==> config.mk <==
export PLATFORM = sky130hd
export DESIGN_NAME = cntr_word_unpacker
export DESIGN_NICKNAME = d
export VERILOG_FILES = /design/src/rtl/cntr_word_unpacker_pkg.sv /design/src/rtl/cntr_word_unpacker_sat_counter.sv /design/src/rtl/cntr_word_unpacker.sv
export SDC_FILE = /design/constraint.sdc
export NUM_CORES = 1
export LEC_CHECK = 0
export CAP_MARGIN = 20
export CORE_UTILIZATION = 55
export CTS_BUF_LIST = sky130_fd_sc_hd__clkbuf_16
export DETAILED_ROUTE_END_ITERATION = 7
export DONT_BUFFER_PORTS = 1
export PLACE_DENSITY = 0.84
export SKIP_LAST_GASP = 1
export SLEW_MARGIN = 20
export SYNTH_ARGS = -nofsm -noshare
export SYNTH_HDL_FRONTEND = slang
export SYNTH_SLANG_ARGS = --single-unit
==> constraint.sdc <==
create_clock -name clk -period 1.52 [get_ports clk]
set_clock_uncertainty 0.1 [all_clocks]
set_input_delay 0.152 -clock clk [delete_from_list [all_inputs] [get_ports clk]]
set_output_delay 0.152 -clock clk [all_outputs]
set_load 0.05 [all_outputs]
==> src/rtl/cntr_word_unpacker_pkg.sv <==
// Packed-counter word format shared by the capture-side packer and this unpacker.
package cntr_word_unpacker_pkg;

  localparam int unsigned CNTR_W           = 10;
  localparam int unsigned WORD_W           = 32;
  localparam int unsigned SAMPLES_PER_WORD = 3;
  localparam int unsigned CNT_W            = 2;
  localparam int unsigned DROP_W           = 8;

  // Sample i lives at [i*CNTR_W +: CNTR_W]; the count field sits above the last sample.
  localparam int unsigned SAMPLE_LSB0 = 0;
  localparam int unsigned CNT_LSB     = SAMPLES_PER_WORD * CNTR_W;
  localparam int unsigned IDX_W       = CNT_W;

  typedef enum logic [1:0] {
    ST_IDLE = 2'd0,
    ST_EMIT = 2'd1,
    ST_DROP = 2'd2
  } state_e;

  // Number of valid samples carried by a word.
  function automatic logic [CNT_W-1:0] word_count(input logic [WORD_W-1:0] w);
    return CNT_W'(w >> CNT_LSB);
  endfunction

  // Sample field idx of a word (pure bit slice).
  function automatic logic [CNTR_W-1:0] word_sample(input logic [WORD_W-1:0] w,
                                                    input logic [IDX_W-1:0]  idx);
    return CNTR_W'(w >> (SAMPLE_LSB0 + CNTR_W * 32'(idx)));
  endfunction

endpackage

==> src/rtl/cntr_word_unpacker_sat_counter.sv <==
// Saturating up-counter with synchronous clear.
module cntr_word_unpacker_sat_counter #(
  parameter int unsigned W = 8
) (
  input  logic         clk,
  input  logic         clr_i,
  input  logic         en_i,
  output logic [W-1:0] cnt_o
);

  logic [W-1:0] cnt_q;
  logic [W-1:0] cnt_d;

  // Next value: increment unless already at all-ones.
  always_comb begin
    cnt_d = cnt_q;
    if (en_i && (cnt_q != '1)) begin
      cnt_d = cnt_q + W'(1);
    end
  end

  // Counter register; clear wins over enable.
  always_ff @(posedge clk) begin
    if (clr_i) begin
      cnt_q <= '0;
    end else begin
      cnt_q <= cnt_d;
    end
  end

  assign cnt_o = cnt_q;

endmodule

==> src/rtl/cntr_word_unpacker.sv <==
// Pulls packed counter words and re-emits their samples oldest-first on a valid/ready stream.
module cntr_word_unpacker
  import cntr_word_unpacker_pkg::*;
(
  input  logic              clk,
  input  logic              rst,
  input  logic [WORD_W-1:0] data_in,
  input  logic              data_in_valid,
  output logic              data_in_read,
  output logic [CNTR_W-1:0] cntr_out,
  output logic              cntr_out_valid,
  input  logic              cntr_out_ready,
  output logic [DROP_W-1:0] drop_cnt,
  output logic              drop_pulse
);

  state_e            state_q;
  logic [WORD_W-1:0] word_q;
  logic [IDX_W-1:0]  idx_q;
  logic [IDX_W-1:0]  idx_d;
  logic              last_c;
  logic              data_in_read_q;
  logic              cntr_out_valid_q;
  logic              drop_pulse_q;
  logic [CNTR_W-1:0] cntr_out_q;

  // Index of the following sample and whether the current one closes the word.
  always_comb begin
    idx_d  = idx_q + IDX_W'(1);
    last_c = (idx_q == IDX_W'(word_count(word_q) - CNT_W'(1)));
  end

  // Unpacking FSM; all outputs registered, the next sample is preloaded on each accept.
  always_ff @(posedge clk) begin
    if (rst) begin
      state_q          <= ST_IDLE;
      word_q           <= '0;
      idx_q            <= '0;
      data_in_read_q   <= 1'b0;
      cntr_out_valid_q <= 1'b0;
      drop_pulse_q     <= 1'b0;
      cntr_out_q       <= '0;
    end else begin
      data_in_read_q <= 1'b0;
      drop_pulse_q   <= 1'b0;
      case (state_q)
        ST_IDLE: begin
          if (data_in_valid) begin
            word_q         <= data_in;
            idx_q          <= '0;
            data_in_read_q <= 1'b1;
            if (word_count(data_in) != '0) begin
              state_q          <= ST_EMIT;
              cntr_out_q       <= word_sample(data_in, '0);
              cntr_out_valid_q <= 1'b1;
            end else begin
              state_q      <= ST_DROP;
              drop_pulse_q <= 1'b1;
            end
          end
        end
        ST_EMIT: begin
          if (cntr_out_ready) begin
            if (last_c) begin
              state_q          <= ST_IDLE;
              cntr_out_valid_q <= 1'b0;
            end else begin
              idx_q      <= idx_d;
              cntr_out_q <= word_sample(word_q, idx_d);
            end
          end
        end
        ST_DROP: begin
          state_q <= ST_IDLE;
        end
        default: begin
          state_q          <= ST_IDLE;
          cntr_out_valid_q <= 1'b0;
        end
      endcase
    end
  end

  // Empty-word tally; the DROP cycle is exactly the cycle drop_pulse is high.
  cntr_word_unpacker_sat_counter #(
    .W (DROP_W)
  ) u_drop_cnt (
    .clk   (clk),
    .clr_i (rst),
    .en_i  (drop_pulse_q),
    .cnt_o (drop_cnt)
  );

  assign data_in_read   = data_in_read_q;
  assign cntr_out       = cntr_out_q;
  assign cntr_out_valid = cntr_out_valid_q;
  assign drop_pulse     = drop_pulse_q;

endmodule

After elaboration in Yosys (flattened, before gate mapping)
Cells that the tools add are included.
{ "classes": {"add_sub_neg": 3, "mul": 1, "div": 0, "magnitude_cmp": 0, "n_eq_ne": 9, "shifts": 1, "muxes": 21, "n_bitwise": 3, "n_reduce_logical": 11} }
{ "ops": {"columns": ["op", "count"], "rows": [
  ["$mux 10", 4],
  ["$shr 32x6->10", 1],
  ["$pmux 10 s2", 1],
  ["$mux 2", 7],
  ["$ne 2x2->1 const B", 5],
  ["$reduce_and 5->1", 2],
  ["$add 8x1->8 const B", 1],
  ["$ne 8x8->1 const B", 1],
  ["$pmux 2 s2", 2],
  ["$mux 1", 6],
  ["$mul 3x2->5 const A", 1],
  ["$reduce_and 4->1", 1],
  ["$reduce_bool 2->1", 2],
  ["$not 1->1", 3],
  ["$pmux 1 s3", 1],
  ["$reduce_and 3->1", 1],
  ["$reduce_or 3->1", 1],
  ["$add 2x1->2 const B", 1],
  ["$eq 2x1->1 const B", 1],
  ["$eq 2x2->1", 1],
  ["$eq 2x2->1 const B", 1],
  ["$logic_not 2->1", 1],
  ["$reduce_and 2->1", 1],
  ["$reduce_or 2->1", 1],
  ["other kinds (2)", 2]
]} }
{ "totals": {"register_bits": 57, "latch_bits": 0, "ram_bits": 0, "mem_bits_ro": 0, "in_bits": 36, "out_inout_bits": 21, "elab_cells": 57, "n_memories": 0} }

Depth between registers and ports, before layout
Gate-level depths: netlist (run 1).
{ "logic_depth": {"depth_word": 6, "ltp_mapped": 6, "depth_no_buf": 5} }

By module
Synthesis (run 1) repeated with hierarchy kept, for this count alone.
{ "hier_totals": {"cells_unflattened": 298, "hier_area_um2": 2588.7} }
{ "modules_own_cells": {"columns": ["module", "instances", "cells_per_inst", "area_per_inst_um2", "seq_area_each_um2"], "rows": [
  ["cntr_word_unpacker", 1, 252, 2158.3, 980.9],
  ["cntr_word_unpacker_sat_counter", 1, 46, 430.4, 160.2]
]} }

Worst setup path before layout (run 1)
No wires, ideal clock.
{ "synth_timing": {"path_type": "register to register", "start": "register u_drop_cnt.cnt_q[0], in the netlist u_drop_cnt.cnt_o[0]", "end": "register u_drop_cnt.cnt_q[1], in the netlist u_drop_cnt.cnt_o[1]", "setup_time_ps": 128, "arrival_time_ps": 1565, "t_required_ps": 1292, "setup_slack_ps": -273, "path_stages_with_launch": 6, "n_path_buf": 0, "period_less_slack_ps": 1793, "cell_sequence": "dfxtp_1 ha_1 nand3_1 o21ai_1 mux2i_1 nor2_1"} }
{ "synth_between": {"elab_chain_cells": 2, "elab_cells_between_ends": 3, "classes_between": "add/sub (1); eq/ne (1); reduce/logical (1)"} }
{ "synth_lines": {"columns": ["element", "line", "source"], "rows": [
  ["from (decl)", "cntr_word_unpacker_sat_counter.sv:11", "logic [W-1:0] cnt_q;"],
  ["from (signal assigned)", "cntr_word_unpacker_sat_counter.sv:27", "cnt_q <= cnt_d;"],
  ["parallel branches: the longest is 2 deep, another holds $add 8x1->8", null, null]
]} }
Parallel ways; which one is timed is not known.
A chain may end at the register's enable or synchronous reset.

Final worst setup path (run 1)
{ "layout_timing": {"start": "register state_q[1]", "end": "register cntr_out_q[3], in the netlist cntr_out[3]"} }
{ "layout_between": {"elab_chain_cells": 3, "elab_cells_between_ends": 9, "classes_between": "eq/ne (5); mux (1); reduce/logical (3)"} }
{ "layout_lines": {"columns": ["element", "line", "source"], "rows": [
  ["from (decl)", "cntr_word_unpacker.sv:17", "state_e state_q;"],
  ["from (signal assigned)", "cntr_word_unpacker.sv:36", "state_q <= ST_IDLE;"],
  ["from (signal assigned)", "cntr_word_unpacker.sv:53", "state_q <= ST_EMIT;"],
  ["from (signal assigned)", "cntr_word_unpacker.sv:57", "state_q <= ST_DROP;"],
  ["$eq 2x1->1 or $logic_not 2->1 (tied branches)", "cntr_word_unpacker.sv:46", "case (state_q)"],
  ["$ne 2x2->1 (no source line) or $reduce_bool 2->1 (tied branches)", null, null],
  ["$reduce_and 5->1 (no source line)", null, null],
  ["to (signal assigned)", "cntr_word_unpacker.sv:54", "cntr_out_q <= word_sample(data_in, '0);"],
  ["to (signal assigned)", "cntr_word_unpacker.sv:69", "cntr_out_q <= word_sample(word_q, idx_d);"],
  ["to (decl)", "cntr_word_unpacker.sv:25", "logic [CNTR_W-1:0] cntr_out_q;"]
]} }
Several ways; a longest one is shown, not always the timed one.

==> summary.md, run 1 <==
| Metric | Value |
|---|---|
| Syn nets | `331` |
| Worst Setup Path Type | `reg2reg` |
| Synth warn | `0` |
| Layout Cells excl Fill | `411` |
| Vias per inst | `5.88` |
| GPL Wtd Cong | `0.808` |
| Setup ws final | `-82.9 ps` |
| Die area | `4870 sq um` |
| Core area | `4380 sq um` |
| First-pass GRT wire length | `11300 um` |
| Leak Pwr | `1.40 nW` |
| Mapped Area | `2530 sq um` |
| DP Cell Count | `356` |
| Synth Instances | `294` |
| FMAX | `0.624 GHz` |
| Number of synthesized flops with an enable pin | `0` |
| Worst Hold Class | `in2reg` |
| Worst Tran Pin Value | `472 ps` |
| I/O Pins | `57` |
| CP max FO | `8` |
| Tmin final | `1600 ps` |
| Final period utilization | `105%` |
| Die H | `69.8 um` |
| Die W | `69.8 um` |
| Vias in the first global route | `2399` |
| GRT Residual Overflow | `0` |
| Most frequent cell after synthesis | `nand2_1` |
| H-Tree Depth | `3` |
| Routed length per instance | `17.6 um` |
| CTS tree | `yes` |
| Starting Density | `57.7%` |
| # setup viols final | `11` |
| Result of the run | `finished with violations` |
| Critical path endpoint category | `flip-flop` |
| Clk Latency, worst-skew pair | `330 ps` |
| Violated checks | `setup timing` |
| Via count of the routed design | `2418` |
| Sinks on Clock Net | `57` |
| DRC | `0` |
| Drt total wl | `7230 um` |
| Placed cell areas | `2760 sq um` |
| Post-synth top cells | `74 x nand2_1, 57 x dfxtp_1, 37 x a21oi_1` |
| Count of cell types in the netlist | `43` |
| Seq/Total Area, Yosys | `45.1%` |
| CTS Buf Count | `9` |
| Largest vdd supply drop | `1160 uV` |
| PortBufs | `0` |
| Area leader, netlist | `dfxtp_1` |
| Post-synth top area share | `45.1%` |
| Layout cells sized above 1 | `22.3%` |
| Pwr dens | `1340 nW/um^2` |
| Crit path required time | `1660 ps` |
| Cell row count | `24` |
| CP Launch Type | `flip-flop` |
| Routed Antenna Nets | `0` |
| Post-route cell area | `3570 sq um` |
| Final hold slack | `33.2 ps` |
| Slew margin rel. | `68.5%` |
| Yosys reg bits | `57` |
| Initial DRC count | `205` |
| Most used DFF post-synth | `dfxtp_1` |
| Final Hold Viols | `0` |
| WP data arrival | `1740 ps` |
| Pre-CTS setup slack | `-82.9 ps` |
| Clock-pin slew on the worst setup and hold paths | `50 ps` |
| Final Slew Violations | `0` |
| GRT Util Overall | `30.4%` |
| Post-layout net count | `391` |
| Root buffer cell | `clkbuf_16` |
| Initial antenna violation count | `0` |
| Largest net degree at the start of global routing | `47` |
| Async set-reset flop share out of synthesis | `0%` |
| Clock Path Buffers | `2` |
| Post-DP HPWL | `3840 um` |
| Filler cells | `274` |
| Maximum Capacitance Violations | `0` |
| Layout area overhead | `41.1%` |
| Antenna diodes | `0` |
| RSZ-0062 raised after global routing | `true` |
| Synth top area cells | `dfxtp_1 45%, nand2_1 11%, mux2i_1 7.9%, a21oi_1 7.3%, o211ai_1 5.3%` |
| Total negative slack | `-401 ps` |
| Syn Area/Cell | `8.60 sq um` |
| First-pass iteration count of the detailed router | `5` |
-- cell type report --
| cell class | instances | area [sq um] | share of cell area (%) |
|---|---|---|---|
| clock inverters | 7 | 133 | 3.72 |
| flip-flops and latches | 57 | 1160 | 32.5 |
| clock buffers | 9 | 225 | 6.31 |
| inverters | 2 | 7.51 | 0.210 |
| multi-input cells | 214 | 1330 | 37.4 |
| repair buffers | 70 | 644 | 18.1 |
| well taps | 52 | 65.1 | 1.82 |
-- placed cells by master (no fill, tap or decap), drive strengths merged, types with 2 or more instances in the layout --
cell,count
a21oi,38
nor3,2
buf,37
bufinv,4
clkbuf,9
a211oi,6
nand2b,2
and3,2
a31oi,2
o211ai,18
mux4,2
inv,2
xnor2,3
mux2i,20
clkinv,3
nand4,3
xor2,2
nand2,74
nor2,11
dlygate4sd3,33
dfxtp,57
o21ai,4
nand3,11
-- worst paths after layout --
path | depth (start not counted) | startpoint | slack (ps) | end
max | 5 | state_q[1]$_SDFFE_PP0P_ | -80 | cntr_out[3]$_SDFFE_PP0P_
min | 2 | data_in[7] | 30 | cntr_out[7]$_SDFFE_PP0P_
max reg2reg | 5 | state_q[1]$_SDFFE_PP0P_ | -80 | cntr_out[3]$_SDFFE_PP0P_
min reg2reg | 2 | word_q[16]$_SDFFE_PP0N_ | 350 | word_q[16]$_SDFFE_PP0N_
-- metal layers --
metal	track usage (%)	part of all wire (%)	up-vias
met5	0	0	-
met4	13.8	2.8	0
met3	11.2	7.9	23
met2	51.5	51	116
met1	33.8	38	1125
li1	-	-	1154
-- state kept, by name (all words and copies together) (netlist names) --
name / count
drop_pulse: 1
state_q: 2
cntr_out: 10
u_drop_cnt.cnt_o: 8
idx_q: 2
data_in_read: 1
cntr_out_valid: 1
word_q: 32
-- power breakdown --
group	total (W)	internal, W	switching, W	leakage [nW]
logic	0.000699	0.000287	0.000412	0.753
clock network	0.00242	0.00175	0.000673	0.174
registers	0.00166	0.00159	0.0000638	0.474
total	0.00478	0.00363	0.00115	1.40
-- cell families (layout without fill, tap and decap cells) --
| group | count (synthesis) | after routing | synth area share, % |
|---|---|---|---|
| AND/OR/NAND/NOR | 113 | 113 | 19.7 |
| AO/OA/AOI/OAI | 72 | 72 | 17.7 |
| flip-flops | 57 | 57 | 45.1 |
| multiplexers | 23 | 23 | 10.6 |
| buffers and inverters | 23 | 88 | 4.35 |
| XOR/XNOR | 5 | 5 | 2.03 |
| adder cells (fa/ha/maj) | 1 | 1 | 0.495 |
-- stage by stage --
step | utilization [%] | total power (W)
2_1_floorplan | - | 0.00208
3_3_place_gp | 63.0 | 0.00220
3_5_place_dp | 63.0 | 0.00222
4_1_cts | 80.5 | 0.00475
5_1_grt | 81.4 | 0.00493
6_report | 81.4 | 0.00478
-- worst max-delay path: stages, from the launching register on --
cell and delay [ps]:
dfxtp_1 340, and2b_2 250, and2_2 250, a21oi_4 190
buf_12 150, mux2i_1 220
-- what timing repair did --
action,in CTS,in global routing
setup endpoints to repair,12,15
pin swaps,2,4
endpoints found under the hold margin,51,0
hold buffers,34,0
resized for setup,7,8
buffers inserted,5,0
(Power assumes the default switching activity.)
==> run 2: changes to the inputs <==
- ABC_CLOCK_PERIOD_IN_PS: default -> 1520
- CAP_MARGIN: 20 -> 0
- SLEW_MARGIN: 20 -> default
==> results of run 2 <==
No change in the layout: final DEF, timing and power equal those of run 1.
